--- config.mk ---
export PLATFORM = sky130hd
export DESIGN_NAME = trdb_packet_parser
export DESIGN_NICKNAME = d
export VERILOG_FILES = /design/src/rtl/trdb_packet_parser.sv
export SDC_FILE = /design/constraint.sdc
export NUM_CORES = 1
export LEC_CHECK = 0
export ABC_AREA = 1
export BUFFER_PORTS_ARGS = -buffer_cell sky130_fd_sc_hd__buf_2
export CORE_MARGIN = 4
export CORE_UTILIZATION = 45
export DETAILED_ROUTE_END_ITERATION = 10
export GPL_TIMING_DRIVEN = 0
export RECOVER_POWER = 50
export SLEW_MARGIN = 25
export SYNTH_ARGS = -nofsm -noshare
export SYNTH_HDL_FRONTEND = slang
export SYNTH_SLANG_ARGS = --single-unit
--- constraint.sdc ---
create_clock -name clk_i -period 3.1 [get_ports clk_i]
set_input_delay 0 -clock clk_i [delete_from_list [all_inputs] [get_ports clk_i]]
set_output_delay 0 -clock clk_i [all_outputs]
set_load 0.05 [all_outputs]
--- src/rtl/trdb_packet_parser.sv ---
// Trace packet parser: receives a length-prefixed, MSB-first byte stream,
// reassembles the payload into a left-aligned buffer, decodes the
// format/subformat fields and rebuilds absolute addresses for
// differential packets from an internal last-address register.
//
// Ports:
//   clk_i, rst_ni              clock, async active-low reset
//   byte_i/byte_valid_i/byte_ready_o   incoming byte stream (header then payload)
//   pkt_valid_o/pkt_ready_i    decoded packet handshake
//   format_o, subformat_o      decoded packet type
//   branch_o, priv_o           F_SYNC branch bit and privilege
//   iaddr_o, addr_valid_o      absolute address and its qualifier
//   notify_o, updiscon_o, irreport_o   flag bits
//   branches_o, branch_map_o   branch count and map
//   len_err_o                  one-cycle pulse on a malformed packet
module trdb_packet_parser #(
   parameter int unsigned XLEN              = 32,
   parameter int unsigned PRIV_LEN          = 2,
   parameter int unsigned BRANCH_COUNT_LEN  = 4,
   parameter int unsigned BRANCH_MAP_LEN    = 30,
   parameter int unsigned MAX_PAYLOAD_BYTES = 16
) (
   input  logic                        clk_i,
   input  logic                        rst_ni,
   input  logic [7:0]                  byte_i,
   input  logic                        byte_valid_i,
   output logic                        byte_ready_o,
   output logic                        pkt_valid_o,
   input  logic                        pkt_ready_i,
   output logic [1:0]                  format_o,
   output logic [1:0]                  subformat_o,
   output logic                        branch_o,
   output logic [PRIV_LEN:0]           priv_o,
   output logic [XLEN-1:0]             iaddr_o,
   output logic                        addr_valid_o,
   output logic                        notify_o,
   output logic                        updiscon_o,
   output logic                        irreport_o,
   output logic [BRANCH_COUNT_LEN:0]   branches_o,
   output logic [BRANCH_MAP_LEN:0]     branch_map_o,
   output logic                        len_err_o
);

   localparam int unsigned PRIV_W = PRIV_LEN + 1;
   localparam int unsigned BC_W   = BRANCH_COUNT_LEN + 1;
   localparam int unsigned MAP_W  = BRANCH_MAP_LEN + 1;
   localparam int unsigned BUF_W  = MAX_PAYLOAD_BYTES * 8;
   localparam int unsigned CNT_W  = $clog2(MAX_PAYLOAD_BYTES + 1);

   // MSB index of each field inside the left-aligned payload buffer
   localparam int unsigned SS_BRANCH = BUF_W - 5;
   localparam int unsigned SS_PRIV   = BUF_W - 6;
   localparam int unsigned SS_ADDR   = SS_PRIV - PRIV_W;
   localparam int unsigned SC_PRIV   = BUF_W - 5;
   localparam int unsigned AO_ADDR   = BUF_W - 3;
   localparam int unsigned AO_FLAG   = AO_ADDR - XLEN;
   localparam int unsigned DD_BC     = BUF_W - 3;
   localparam int unsigned DD_MAP    = DD_BC - BC_W;
   localparam int unsigned DD_DIFF   = DD_MAP - MAP_W;
   localparam int unsigned DD_FLAG   = DD_DIFF - XLEN;

   // Minimum payload length in bytes for each layout
   localparam int unsigned SS_MIN  = (5 + PRIV_W + XLEN + 7) / 8;
   localparam int unsigned SC_MIN  = (4 + PRIV_W + 7) / 8;
   localparam int unsigned AO_MIN  = (2 + XLEN + 3 + 7) / 8;
   localparam int unsigned DDN_MIN = (2 + BC_W + MAP_W + 7) / 8;
   localparam int unsigned DDA_MIN = (2 + BC_W + MAP_W + XLEN + 3 + 7) / 8;

   typedef enum logic [1:0] {
      S_IDLE,
      S_PAYLOAD,
      S_DECODE,
      S_OUT
   } state_e;

   state_e             state_q;
   logic [BUF_W-1:0]   buf_q;
   logic [CNT_W-1:0]   len_q;
   logic [CNT_W-1:0]   cnt_q;
   logic [XLEN-1:0]    last_q;

   logic [1:0]         d_fmt;
   logic [1:0]         d_sf;
   logic               d_branch;
   logic [PRIV_W-1:0]  d_priv;
   logic [XLEN-1:0]    d_iaddr;
   logic               d_av;
   logic               d_notify;
   logic               d_updiscon;
   logic               d_irreport;
   logic [BC_W-1:0]    d_bc;
   logic [MAP_W-1:0]   d_map;
   logic [CNT_W-1:0]   d_min;
   logic               d_short;

   // Field extraction from the assembled payload; unused fields stay 0
   always_comb begin
      d_fmt      = buf_q[BUF_W-1 -: 2];
      d_sf       = 2'd0;
      d_branch   = 1'b0;
      d_priv     = '0;
      d_iaddr    = '0;
      d_av       = 1'b0;
      d_notify   = 1'b0;
      d_updiscon = 1'b0;
      d_irreport = 1'b0;
      d_bc       = '0;
      d_map      = '0;
      d_min      = CNT_W'(1);
      case (d_fmt)
         2'd3: begin
            d_sf = buf_q[BUF_W-3 -: 2];
            case (d_sf)
               2'd0: begin
                  d_branch = buf_q[SS_BRANCH];
                  d_priv   = buf_q[SS_PRIV -: PRIV_W];
                  d_iaddr  = buf_q[SS_ADDR -: XLEN];
                  d_av     = 1'b1;
                  d_min    = CNT_W'(SS_MIN);
               end
               2'd2: begin
                  d_priv = buf_q[SC_PRIV -: PRIV_W];
                  d_min  = CNT_W'(SC_MIN);
               end
               default: ;
            endcase
         end
         2'd2: begin
            d_iaddr    = buf_q[AO_ADDR -: XLEN];
            d_notify   = buf_q[AO_FLAG];
            d_updiscon = buf_q[AO_FLAG-1];
            d_irreport = buf_q[AO_FLAG-2];
            d_av       = 1'b1;
            d_min      = CNT_W'(AO_MIN);
         end
         2'd1: begin
            d_bc  = buf_q[DD_BC -: BC_W];
            d_map = buf_q[DD_MAP -: MAP_W];
            // An all-ones branch count means a full map and no address
            if (&d_bc) begin
               d_min = CNT_W'(DDN_MIN);
            end else begin
               d_iaddr    = last_q + buf_q[DD_DIFF -: XLEN];
               d_notify   = buf_q[DD_FLAG];
               d_updiscon = buf_q[DD_FLAG-1];
               d_irreport = buf_q[DD_FLAG-2];
               d_av       = 1'b1;
               d_min      = CNT_W'(DDA_MIN);
            end
         end
         default: ;
      endcase
      d_short = (len_q < d_min);
   end

   // Receive / decode / present state machine with registered outputs
   always_ff @(posedge clk_i or negedge rst_ni) begin
      if (!rst_ni) begin
         state_q      <= S_IDLE;
         buf_q        <= '0;
         len_q        <= '0;
         cnt_q        <= '0;
         last_q       <= '0;
         byte_ready_o <= 1'b0;
         pkt_valid_o  <= 1'b0;
         format_o     <= 2'd0;
         subformat_o  <= 2'd0;
         branch_o     <= 1'b0;
         priv_o       <= '0;
         iaddr_o      <= '0;
         addr_valid_o <= 1'b0;
         notify_o     <= 1'b0;
         updiscon_o   <= 1'b0;
         irreport_o   <= 1'b0;
         branches_o   <= '0;
         branch_map_o <= '0;
         len_err_o    <= 1'b0;
      end else begin
         len_err_o <= 1'b0;
         case (state_q)
            S_IDLE: begin
               byte_ready_o <= 1'b1;
               if (byte_valid_i && byte_ready_o) begin
                  if ((byte_i == 8'd0) || (byte_i > 8'(MAX_PAYLOAD_BYTES))) begin
                     len_err_o <= 1'b1;
                  end else begin
                     len_q   <= CNT_W'(byte_i);
                     cnt_q   <= '0;
                     buf_q   <= '0;
                     state_q <= S_PAYLOAD;
                  end
               end
            end
            S_PAYLOAD: begin
               if (byte_valid_i && byte_ready_o) begin
                  for (int unsigned k = 0; k < MAX_PAYLOAD_BYTES; k++) begin
                     if (cnt_q == CNT_W'(k)) begin
                        buf_q[BUF_W-1-8*k -: 8] <= byte_i;
                     end
                  end
                  cnt_q <= cnt_q + CNT_W'(1);
                  if ((cnt_q + CNT_W'(1)) == len_q) begin
                     byte_ready_o <= 1'b0;
                     state_q      <= S_DECODE;
                  end
               end
            end
            S_DECODE: begin
               if (d_short) begin
                  len_err_o    <= 1'b1;
                  byte_ready_o <= 1'b1;
                  state_q      <= S_IDLE;
               end else begin
                  format_o     <= d_fmt;
                  subformat_o  <= d_sf;
                  branch_o     <= d_branch;
                  priv_o       <= d_priv;
                  iaddr_o      <= d_iaddr;
                  addr_valid_o <= d_av;
                  notify_o     <= d_notify;
                  updiscon_o   <= d_updiscon;
                  irreport_o   <= d_irreport;
                  branches_o   <= d_bc;
                  branch_map_o <= d_map;
                  pkt_valid_o  <= 1'b1;
                  if (d_av) begin
                     last_q <= d_iaddr;
                  end
                  state_q <= S_OUT;
               end
            end
            S_OUT: begin
               if (pkt_ready_i) begin
                  pkt_valid_o  <= 1'b0;
                  byte_ready_o <= 1'b1;
                  state_q      <= S_IDLE;
               end
            end
            default: state_q <= S_IDLE;
         endcase
      end
   end

endmodule

Word level (Yosys, flattened, before mapping):

Index checks and enable logic that the tools add are counted.

* bits in registers: 207
* bits of input ports: 12
* output and inout bits: 83
* logic and storage cells: 165

* $add $sub $neg: 2
* order comparisons: 2
* eq/ne operators: 40
* muxes and demuxes: 65
* bitwise logic cells: 2
* reduce and logical (&&, ||, !) cells: 26

Operator list (number)
* 128-bit two-way mux: 3
* 128-bit one-hot mux with 2 select lines: 1
* 8-bit two-way mux: 16
* 32-bit one-hot mux with 3 select lines: 1
* 32-bit two-way mux: 2
* 5-bit AND reduction: 12
* 5-bit by 4-bit equality test with 1-bit output (second input constant): 8
* 2-bit != test (second input constant): 17
* 32-bit adder: 1
* 31-bit two-way mux: 1
* 5-bit by 3-bit equality test with 1-bit output (second input constant): 4
* 5-bit two-way mux: 4
* 1-bit two-way mux: 16
* 2-bit two-way mux: 7
* 4-bit one-hot mux with 3 select lines: 1
* 2-bit equality test (second input constant): 5
* 5-bit by 2-bit equality test with 1-bit output (second input constant): 2
* 1-bit one-hot mux with 2 select lines: 5
* 5-bit one-hot mux with 2 select lines: 1
* 3-bit AND reduction: 3
* 8-bit by 5-bit greater-than comparator with 1-bit output (second input constant): 1
* 8-bit zero test: 1
* 2-bit one-hot mux with 4 select lines: 1
* 4-bit AND reduction: 2
* other kinds (17): 22

Logic depth before layout (Yosys ltp):

Gate-level depths: netlist (run 1).

* word-level depth: 6
* gate-level depth with buffers: 16
* mapped depth without buffers: 15

Worst setup path after synthesis (run 1):

Ideal clock, no wire load.

* kind: reg2reg
* start: register buf_q[126]
* end: register iaddr_o[10]
* setup time: 0.066 ns
* arrival time: 2.554 ns
* data required time: 3.034 ns
* slack: 0.480 ns
* stages on the path, launching flop included: 16
* path buffers: 2
* clock period less this slack: 2.620 ns
* path through: dfrtp_1 ha_1 nand2_1 nor2_4 clkbuf_1 o21ai_0 ha_1 a21oi_1 o21ai_0 nor2_1 nand2_2 nand2_4 nor2_4 buf_2 nand2_1 nand2_1

* word-level cells in the longest chain between the ends: 5
* elaborated cells between the ends (all ways): 8
* those cells by class: 1 x order compare; 3 x eq/ne; 2 x mux; 1 x bitwise; 1 x reduce/logical

Ends and longest elaborated chain
* start: declaration: line 77 `logic [BUF_W-1:0] buf_q;`
* start signal: indexed assignment: line 198 `buf_q[BUF_W-1-8*k -: 8] <= byte_i;`
* 2-bit by 1-bit equality test with 1-bit output or 2-bit equality test (tied branches): line 110 `case (d_fmt)`
* 4-bit one-hot mux with 3 select lines: line 110
* 5-bit < comparator: line 153 `d_short = (len_q < d_min);`
* 1-bit NOT (no line)
* 2-bit AND reduction (no line)
* end signal: assignment: line 218 `iaddr_o <= d_iaddr;`
* end: declaration: line 34 `output logic [XLEN-1:0] iaddr_o,`

Parallel ways exist; a longest one is shown, timed or not.
A chain may end at the register's enable or synchronous reset.

Final worst setup path (run 1):

* start: register buf_q[126]
* end: register iaddr_o[14]

The elaborated chain is that of the path after synthesis.

==> metrics, run 1 <==
status finished, violations left; failing checks capacitance limit, slew limit; GPL Wtd Cong 0.960; hold slack 0.156 ns; First-pass DRT Iterations 5; CTS sink cnt 200; gr usage total 0.268; I/O Buffers 94; Least-Margin Pin Slew 2.44 ns; sequential-to-total area share from yosys stat 0.459; leakage 6.65 nW; Max Transition Viols Final 55; Syn Inst Count 1,513; r2r setup slk 0.16 ns; Final Hold Viols 0; Post-DRT Antenna Nets 0; Final #Nets 1,690; fin crit share 0.948; CTS buffer count 17; ANT cells 0; grt ovf 0; Max Freq 340 MHz; total number of vias 10.1k; Worst R2R Start buf_q[126]; Slew headroom -0.633; DP Area 11,800 µm²; layout cells sized above 1 0.0510; Finish-stage setup viols 0; EDFF count, synth 0; Max Cap Violations 1; Power Density 870 nW/µm²; RSZ-0062 raised after global routing false; largest net degree at the start of global routing 77; Die W 164 µm; CTS tree done; Clock Skews 0.0201 ns; Bufs on Longest Clock Path 2; cell area after layout 12,500 µm²; post-synthesis sequential element count 200; worst-skew pair later-pin latency 0.46 ns; vias in the first global route 9,776; WP data required 3.48 ns; row count 56; library cells used by synthesis 37; CP max FO 10; initial antenna violation count 0; area grow syn2layout 14.6%; routed vias/inst 5.15; number of DRC markers in iteration 0 953; fin util 0.528; Worst VDD drop 0.463 mV; crit start category register; first-pass GRT wire length 54,900 µm; Period minus WS final 2.94 ns; CTS clk-pin slew, worst paths 0.10 ns; drt drc 0; Async SR Flop Fraction 1.00; Critical Path End iaddr_o[14]; Routed WL 34,900 µm; Crit Path Class reg -> reg; synthesized cell area 10,900 µm²; die extent in y 164 µm; crit path launch buf_q[126]; hpwl dp 25,800 µm; Core Region 23,700 µm²; H-tree level count 4; FF-to-FF path depth 15; Starting Density 0.461; Worst Hold Class in -> reg; full die area 26,800 µm²; reg2reg end iaddr_o[14]; drt wl/cell 17.7 µm; # IOs 95; Power, Total 10.9 mW; syn_nets 1,568; top_reg_cell synth dfrtp_1; synth warn 0; CP endpoint kind register; Avg Cell Area, Syn 7.21 µm²; arrival time worst endpoint 3.32 ns; CTS root buffer clkbuf_16
-- layer usage --
metal,up-vias,part of all wire,track usage
met4,0,0.020,0.0686
met1,4749,0.46,0.389
met5,-,0,0
li1,4981,-,-
met3,52,0.066,0.0402
met2,348,0.45,0.422
-- worst min-delay path by stage --
stage	depth (start not counted)	from	endpoint	slack, ns
final	6	byte_i[6]	len_err_o	0.16
after global routing	6	byte_i[5]	len_err_o	0.19
after CTS	2	rst_ni	last_q[9]	0.06
after detailed placement	1	rst_ni	last_q[9]	-0.05
after global placement	3	byte_i[0]	len_q[0]	0.29
after floorplan	0	rst_ni	addr_valid_o	-0.30
-- critical path, cell delays in order (launching register included) --
cell	delay, ns
dfrtp_1	0.41
inv_1	0.13
ha_4	0.21
inv_1	0.12
o21ai_1	0.15
o21ai_1	0.30
ha_1	0.31
a21oi_1	0.13
o21ai_0	0.08
nor2_1	0.17
nand2_4	0.11
nand2_4	0.16
buf_6	0.20
buf_4	0.24
nand2_1	0.09
nand2_1	0.07
-- through the flow --
step           setup slack [ns]  TNS (ns)  std cells
4_1_cts                  0.0362         0       1968
5_1_grt                 0.00610         0       1967
3_5_place_dp             -0.535    -36.54       1928
6_report                  0.160         0       1967
3_3_place_gp              -1.46   -323.61       1926
2_1_floorplan             0.480         0       1513
-- layout by cell type (no fill, tap or decap), drive strengths merged, types with 2 or more instances in the layout --
| master | synthesis | routed |
|---|---|---|
| and2 | 2 | 2 |
| nand2 | 669 | 669 |
| nand3 | 75 | 75 |
| or2 | 5 | 5 |
| o21bai | 4 | 4 |
| dfrtp | 200 | 200 |
| nor2 | 61 | 61 |
| a21oi | 30 | 30 |
| clkinv | 1 | 5 |
| dlygate4sd3 | 0 | 8 |
| inv | 172 | 183 |
| a22o | 3 | 3 |
| nand4 | 5 | 5 |
| ha | 42 | 42 |
| clkbuf | 26 | 125 |
| buf | 20 | 32 |
| nor3 | 4 | 4 |
| o21ai | 171 | 171 |
| a32oi | 2 | 2 |
| xor2 | 6 | 6 |
| xnor2 | 3 | 3 |
| nand3b | 4 | 4 |
| o22ai | 3 | 3 |
-- synthesized netlist by cell type (2+ instances only) --
cell type,n,share of area
buf_6,2,0.0021
nor2_4,2,0.0021
nor3_1,4,0.0018
nand3_1,74,0.034
inv_1,169,0.058
nand2_1,664,0.23
dfrtp_1,200,0.46
o21ai_0,154,0.071
o22ai_1,3,0.0017
nand3b_1,4,0.0028
a22o_1,3,0.0024
buf_4,5,0.0034
a32oi_1,2,0.0016
o21ai_1,17,0.0078
nand4_1,5,0.0029
nand2_2,4,0.0023
o21bai_1,4,0.0028
ha_1,42,0.048
nor2_1,59,0.020
xor2_1,6,0.0048
buf_2,13,0.0060
clkbuf_1,25,0.0086
xnor2_1,3,0.0024
a21oi_1,30,0.014
or2_2,4,0.0023
and2_1,2,0.0011
inv_2,3,0.0010
-- sequential cells by signal, indices dropped and copies added, names as in the netlist, 2 cells and up --
signal        count
branch_map_o     31
branches_o        5
buf_q            73
cnt_q             5
format_o          2
iaddr_o          32
last_q           32
len_q             5
priv_o            3
state_q           2
subformat_o       2
-- timing repair --
action / in CTS / in global routing
setup buffers: 2 / 0
endpoints found under the hold margin: 133 / 0
gates resized for setup: 2 / 11
endpoints found under the setup margin: 116 / 108
hold buffers: 8 / 0
pin swaps: 2 / 0
-- layout make-up --
type / instances / area, µm²
sequential: 200 / 5000
clock buffer: 17 / 425
clock inverter: 15 / 234
inverter: 173 / 649
timing repair buffer: 106 / 517
multi-input combinational: 1094 / 5060
fill: 2446 / 11200
buffer: 43 / 221
tap: 319 / 399
-- power by group --
part           internal (mW)  total (mW)  switching [mW]
combinational           1.17        4.39            3.23
sequential              3.34        4.01           0.677
clock                   1.16        2.47            1.31
-- kinds of logic (layout without fill, tap and decap cells) --
family	Yosys count	count (layout)	share of synthesized area
and+or+nand+nor	825	825	0.300
buffers and inverters	219	354	0.0801
DFF	200	200	0.459
xor gates and xnor gates	9	9	0.00723
AOI/OAI and AO/OA	217	217	0.103
adders and majority gates	43	43	0.0500
Power figures use the tool's default switching activity.
==> run 2: changes to the inputs <==
- BUFFER_PORTS_ARGS: -buffer_cell sky130_fd_sc_hd__buf_2 -> -buffer_cell sky130_fd_sc_hd__buf_4
- CORE_ASPECT_RATIO: not set -> 0.9
==> run 2 against run 1 <==
Against the previous run:
- the flow still finishes with violations (capacitance limit, slew limit)
- via count is 0.76% lower
- sequential power hardly changed
- worst hold slack worse by 0.15 ns
- cell count is 0.86% lower
- clock-buffer cell count stayed put
- final area is 0.26% lower
- clock power is 4% lower
- non-clock buffer count stayed put
- critical path depth stayed put
- largest cell class unchanged
- largest power group unchanged
- highest routed layer unchanged
==> metrics, run 2 (synthesis gave the netlist of run 1 again) <==
status finished, violations left (unchanged); failing checks capacitance limit, slew limit (unchanged); Crit Path Class reg -> reg (unchanged); Worst Hold Class in -> reg (unchanged); hold_sp byte_valid_i (was byte_i[6]); first-pass GRT wire length 54,100 µm (was 54,900 µm); Final #Nets 1,690 (unchanged); WP data required 3.50 ns (was 3.48 ns); First-pass DRT Iterations 5 (unchanged); full die area 26,800 µm² (about the same); CTS clk-pin slew, worst paths 0.09 ns (was 0.10 ns); Slowest-stage cell, CP dfrtp_1 (unchanged); largest net degree at the start of global routing 72 (was 77); GPL Wtd Cong 0.957 (was 0.960); CP max FO 11 (was 10); Reg power frac 0.374 (was 0.369); initial antenna violation count 0 (unchanged); vias in the first global route 9,582 (was 9,776); I/O Buffers 94 (unchanged); Biggest register buf_q (unchanged); crit path launch buf_q[127] (was buf_q[126]); Worst VDD drop 0.523 mV (was 0.463 mV); Period minus WS final 2.87 ns (was 2.94 ns); drt wl/cell 17.6 µm (was 17.7 µm); Least-Margin Pin Slew 1.69 ns (was 2.44 ns); Max Cap Violations 1 (unchanged); commonest non-fill, non-tap cell in the layout nand2_1 (unchanged); # IOs 95 (unchanged); Max Transition Viols Final 66 (was 55); arrival time worst endpoint 3.27 ns (was 3.32 ns); Critical Path End last_q[25] (was iaddr_o[14]); CTS tree done (unchanged); gr usage total 0.262 (was 0.268); Worst R2R Start buf_q[127] (was buf_q[126]); Max Freq 348 MHz (was 340 MHz); crit start category register (unchanged); max FFs per register 73 (unchanged); Gate power share 0.406 (was 0.404); CP peak stage delay 0.42 ns (was 0.41 ns); Final Hold Viols 0 (unchanged); worst-skew pair later-pin latency 0.45 ns (was 0.46 ns); routed vias/inst 5.16 (was 5.15); commonest cells after routing, fill and taps aside nand2_1 (664), dfrtp_1 (200), inv_1 (169) (unchanged); Finish-stage setup viols 0 (unchanged); CP endpoint kind register (unchanged); Die W 172 µm (was 164 µm); Bufs on Longest Clock Path 2 (unchanged); Net Sw Frac 0.471 (was 0.479); die extent in y 156 µm (was 164 µm); row count 53 (was 56); CTS buffer count 17 (unchanged); r2r setup slk 0.23 ns (was 0.16 ns); number of DRC markers in iteration 0 909 (was 953); layout cells sized above 1 0.0540 (was 0.0510); hold slack 0.0100 ns (was 0.156 ns); drt drc 0 (unchanged); non-filler cells, final 1,950 (was 1,967); hpwl dp 25,500 µm (was 25,800 µm); Int Pwr 5.68 mW (was 5.67 mW); Core Region 23,600 µm² (was 23,700 µm²); area grow syn2layout 14.3% (was 14.6%); fin util 0.528 (about the same); Clock Skews 0.0156 ns (was 0.0201 ns); CTS root buffer clkbuf_16 (unchanged); total number of vias 10.1k (about the same); Setup Total Neg Slack 0 ns (unchanged); crit path cell chain inv_1 > ha_1 > clkbuf_4 > nand2_1 > clkbuf_4 > ha_1 > inv_1 > nor3_2 > nand2_1 > nand2_4 > nand3_4 > inv_2 > buf_2 > nand2_1 > nand2_1 (was inv_1 > ha_4 > inv_1 > o21ai_1 > o21ai_1 > ha_1 > a21oi_1 > o21ai_0 > nor2_1 > nand2_4 > nand2_4 > buf_6 > buf_4 > nand2_1 > nand2_1); leakage 6.63 nW (was 6.65 nW); fin crit share 0.927 (was 0.948); Routed WL 34,200 µm (was 34,900 µm); grt ovf 0 (unchanged); H-tree level count 4 (unchanged); Power, Total 10.7 mW (was 10.9 mW); Largest regs buf_q: 73 flops, iaddr_o: 32 flops, last_q: 32 flops (unchanged); Slew headroom -0.124 (was -0.633); CP dominant cell by count nand2_1; FF-to-FF path depth 15 (unchanged); NetSw 5.06 mW (was 5.21 mW); ANT cells 0 (unchanged); clock network power share 0.220 (was 0.227); CTS sink cnt 200 (unchanged); Post-DRT Antenna Nets 0 (unchanged); Power Density 861 nW/µm² (was 870 nW/µm²); placed insts 1,911 (was 1,928); reg2reg end last_q[25] (was iaddr_o[14]); Starting Density 0.462 (was 0.461)
[run 2: metal layers]
metal	routed length [µm]	track usage	share of wire	vias to the layer above
li1	-	-	-	4983
met2	15200	0.408	0.45	311
met3	2010	0.0454	0.059	45
met1	16400	0.386	0.48	4714
met5	0	0	0	-
met4	636	0.0606	0.019	0
[run 2: power groups by stage]
| stage | clock, mW | combinational (mW) | sequential (mW) |
|---|---|---|---|
| 6_report | 2.37 | 4.36 | 4.02 |
| 3_3_place_gp | 0 | 4.39 | 4.05 |
| 4_1_cts | 2.38 | 4.49 | 4.01 |
| 2_1_floorplan | 0 | 2.35 | 4.53 |
| 5_1_grt | 2.50 | 4.85 | 4.10 |
| 3_5_place_dp | 0 | 4.46 | 4.05 |
[run 2: layout make-up]
cell class | instances | area (µm²)
clock buffer | 17 | 425
tap | 302 | 378
clock inverter | 15 | 206
sequential | 200 | 5000
inverter | 173 | 649
timing repair buffer | 105 | 512
buffer | 44 | 235
fill | 2459 | 11100
multi-input combinational | 1094 | 5060
[run 2: worst min path at each step]
stage / cells past startpoint / to / slack (ns)
after floorplan: 0 / addr_valid_o / -0.30
after global placement: 4 / state_q[1] / 0.28
after detailed placement: 1 / branch_map_o[1] / -0.02
after CTS: 5 / cnt_q[1] / 0.01
after global routing: 5 / cnt_q[1] / 0.05
final: 5 / cnt_q[1] / 0.01
[run 2: what timing repair did]
action	CTS	global route
pin swaps	2	0
setup endpoints to repair	116	113
setup buffers	2	0
resized for setup	1	17
hold buffers	7	0
endpoints found under the hold margin	141	0
[run 2: stage by stage]
step,setup slack (ns),cell area (µm²)
2_1_floorplan,0.480,10900
3_3_place_gp,-0.545,12000
3_5_place_dp,-0.600,12100
4_1_cts,0.0226,12800
5_1_grt,-0.00201,12500
6_report,0.226,12500
[run 2: worst max-delay path, delay by kind of cell, from the launching register on]
kind	cells	cell delay [ns]
buffers and inverters	6	0.98
and+or+nand+nor	7	0.91
adders and majority gates	2	0.49
DFF	1	0.42
==> run 3: changes to the inputs <==
- ABC_AREA: 1 -> not set
==> run 3 against run 2 <==
Against the previous run:
- sequential power decreased by 4%
- worst hold slack better by 0.16 ns
- critical path type unchanged
- final area up 12%
- clock skew decreased by 0.0059 ns
- critical endpoint is now last_q[21]
- register-to-register slack got worse by 0.44 ns
- the flow finishes with violations (setup timing)
- routed wire length increased by 8.4%
- synthesized area fell by 3.0%
- critical path depth decreased by 4
==> metrics, run 3 <==
Crit Path Class reg -> reg (unchanged); Fill cells 1,940 (was 2,459); Finish-stage setup viols 79 (was 0); Max Transition Viols Final 0 (was 66); commonest cells after routing, fill and taps aside dfrtp_1 (195), nand2_1 (134), buf_4 (126) (was nand2_1 (664), dfrtp_1 (200), inv_1 (169)); total number of vias 9,404 (was 10.1k); r2r setup slk -0.22 ns (was 0.23 ns); layout cells sized above 1 0.338 (was 0.0540); Routed WL 37,100 µm (was 34,200 µm); Final WS setup -0.217 ns (was 0.226 ns); ANT cells 0 (unchanged); Async SR Flop Fraction 1.00 (unchanged); synthesized cell area 10,600 µm² (was 10,900 µm²); CTS sink cnt 200 (unchanged); WHS Path Cells 5 (unchanged); die extent in y 153 µm (was 156 µm); hpwl dp 25,600 µm (was 25,500 µm); full die area 26,000 µm² (was 26,800 µm²); Die W 170 µm (was 172 µm); CP max FO 5 (was 11); post-synthesis sequential element count 200 (unchanged); Core Region 22,800 µm² (was 23,600 µm²); CTS buffer count 17 (unchanged); CTS tree done (unchanged); crit start category register (unchanged); number of DRC markers in iteration 0 1,044 (was 909); area grow syn2layout 32.6% (was 14.3%); fin util 0.614 (was 0.528); Post-DRT Antenna Nets 0 (unchanged); top_reg_cell synth dfrtp_1 (unchanged); Starting Density 0.463 (was 0.462); Slew headroom 0.107 (was -0.124); grt ovf 0 (unchanged); Avg Cell Area, Syn 9.93 µm² (was 7.21 µm²); Clock Skews 0.00973 ns (was 0.0156 ns); gr usage total 0.279 (was 0.262); routed vias/inst 6.06 (was 5.16); Period minus WS final 3.32 ns (was 2.87 ns); Least-Margin Pin Slew 1.34 ns (was 1.69 ns); CTS root buffer clkbuf_16 (unchanged); RSZ-0062 raised after global routing true; synth warn 0 (unchanged); arrival time worst endpoint 3.65 ns (was 3.27 ns); Final #Nets 1,299 (was 1,690); top-area cell type share of the netlist area 0.473 (was 0.459); sequential-to-total area share from yosys stat 0.473 (was 0.459); H-tree level count 4 (unchanged); library cells used by synthesis 65 (was 37); WP data required 3.43 ns (was 3.50 ns); commonest non-fill, non-tap cell in the layout dfrtp_1 (was nand2_1); DP Worst Slack -1.12 ns (was -0.600 ns); Syn Inst Count 1,065 (was 1,513); Largest regs buf_q: 73 flops, iaddr_o: 32 flops, last_q: 32 flops (unchanged); FF-to-FF path depth 11 (was 15); initial antenna violation count 0 (unchanged); worst-skew pair later-pin latency 0.45 ns (about the same); Bufs on Longest Clock Path 2 (unchanged); # IOs 95 (unchanged); EDFF count, synth 0 (unchanged); Max Cap Violations 0 (was 1); status finished, violations left (unchanged); synth top area cells dfrtp_1 (47%), mux2_2 (8.3%), nand2_1 (5.5%) (was dfrtp_1 (46%), nand2_1 (23%), o21ai_0 (7.1%)); max FFs per register 73 (unchanged); cell with the most instances after synthesis dfrtp_1 (was nand2_1); largest net degree at the start of global routing 77 (was 72); Final Hold Viols 0 (unchanged); syn_nets 1,120 (was 1,568); first-pass GRT wire length 55,300 µm (was 54,100 µm); GPL Wtd Cong 0.933 (was 0.957); row count 52 (was 53); First-pass DRT Iterations 7 (was 5); dominant cell type by area after synthesis dfrtp_1 (unchanged); failing checks setup timing (was capacitance limit, slew limit); drt drc 0 (unchanged); Max Freq 301 MHz (was 348 MHz); Biggest register buf_q (unchanged); drt wl/cell 23.9 µm (was 17.6 µm); Post-synth top cells dfrtp_1 (200), nand2_1 (156), mux2_2 (78), a21oi_1 (71), nand3_1 (61) (was nand2_1 (664), dfrtp_1 (200), inv_1 (169), o21ai_0 (154), nand3_1 (74)); CTS clk-pin slew, worst paths 0.08 ns (was 0.09 ns); Worst Hold Class in -> reg (unchanged); CP endpoint kind register (unchanged); vias in the first global route 9,031 (was 9,582); I/O Buffers 94 (unchanged); fin crit share 1.07 (was 0.927); Power Density 842 nW/µm² (was 861 nW/µm²); leakage 6.75 nW (was 6.63 nW); Worst VDD drop 0.448 mV (was 0.523 mV)
-- run 3: final timing paths --
kind	from	end
setup / recovery	buf_q[122]	last_q[21]
hold / removal	byte_i[6]	state_q[0]
setup reg to reg	buf_q[122]	last_q[21]
hold reg to reg	branch_map_o[26]	branch_map_o[26]
max in group asynchronous	rst_ni	buf_q[126]
min in group asynchronous	rst_ni	branches_o[4]
-- run 3: final cells by class --
| cell class | instances | area (µm²) | share of cell area |
|---|---|---|---|
| clock buffers | 18 | 429 | 0.0306 |
| multi-input cells | 785 | 5990 | 0.427 |
| well taps | 297 | 372 | 0.0265 |
| plain buffers | 55 | 482 | 0.0343 |
| flip-flops and latches | 200 | 5010 | 0.357 |
| inverters | 19 | 76.3 | 0.00544 |
| repair buffers | 166 | 1530 | 0.109 |
| clock inverters | 13 | 136 | 0.00972 |
-- run 3: cells by family after synthesis --
group,synth area share
DFF,0.473
and+or+nand+nor,0.164
AOI/OAI and AO/OA,0.166
buffers and inverters,0.0309
xor gates and xnor gates,0.0199
adders and majority gates,0.0516
muxes,0.0944
-- run 3: per-stage QoR --
step                instance area [µm²]  TNS [ns]  cells  hold WS, ns  power (mW)
floorplan                         10700     -3.33   1065       -0.296        6.59
global placement                  11800    -91.71   1456        0.254        8.01
detailed placement                11800    -92.83   1458      -0.0414        8.09
CTS                               13400     -4.10   1534       0.0730        11.0
global route                      14000    -11.44   1553        0.246        12.3
finish                            14000     -6.80   1553        0.175        11.8
-- run 3: metal layers --
metal,track usage,wire length [µm],vias to the layer above
met3,0.0764,3080,65
li1,-,-,4215
met5,0,0,-
met4,0.0924,1090,0
met2,0.410,16300,416
met1,0.401,16700,4708
-- run 3: power breakdown --
part	switching, mW	internal (mW)	leakage (nW)
clock network	1.11	1.13	0.274
logic	3.49	2.24	3.74
registers	0.634	3.21	2.73
total	5.24	6.58	6.75
-- run 3: worst max-delay path, cell delays in order, from the launching register on --
cell	delay, ns
dfrtp_2	0.43
and4_4	0.21
a21boi_4	0.22
clkinv_4	0.12
ha_4	0.28
or4b_4	0.47
a311oi_4	0.35
o21bai_4	0.12
buf_6	0.15
a211o_4	0.36
buf_12	0.18
a221o_1	0.31
-- run 3: repair_timing --
item,CTS,global route
resized for setup,135,145
hold buffers,10,0
pin swaps,34,54
cloned,5,6
endpoints found under the hold margin,210,0
setup buffers,35,17
setup endpoints to repair,114,113
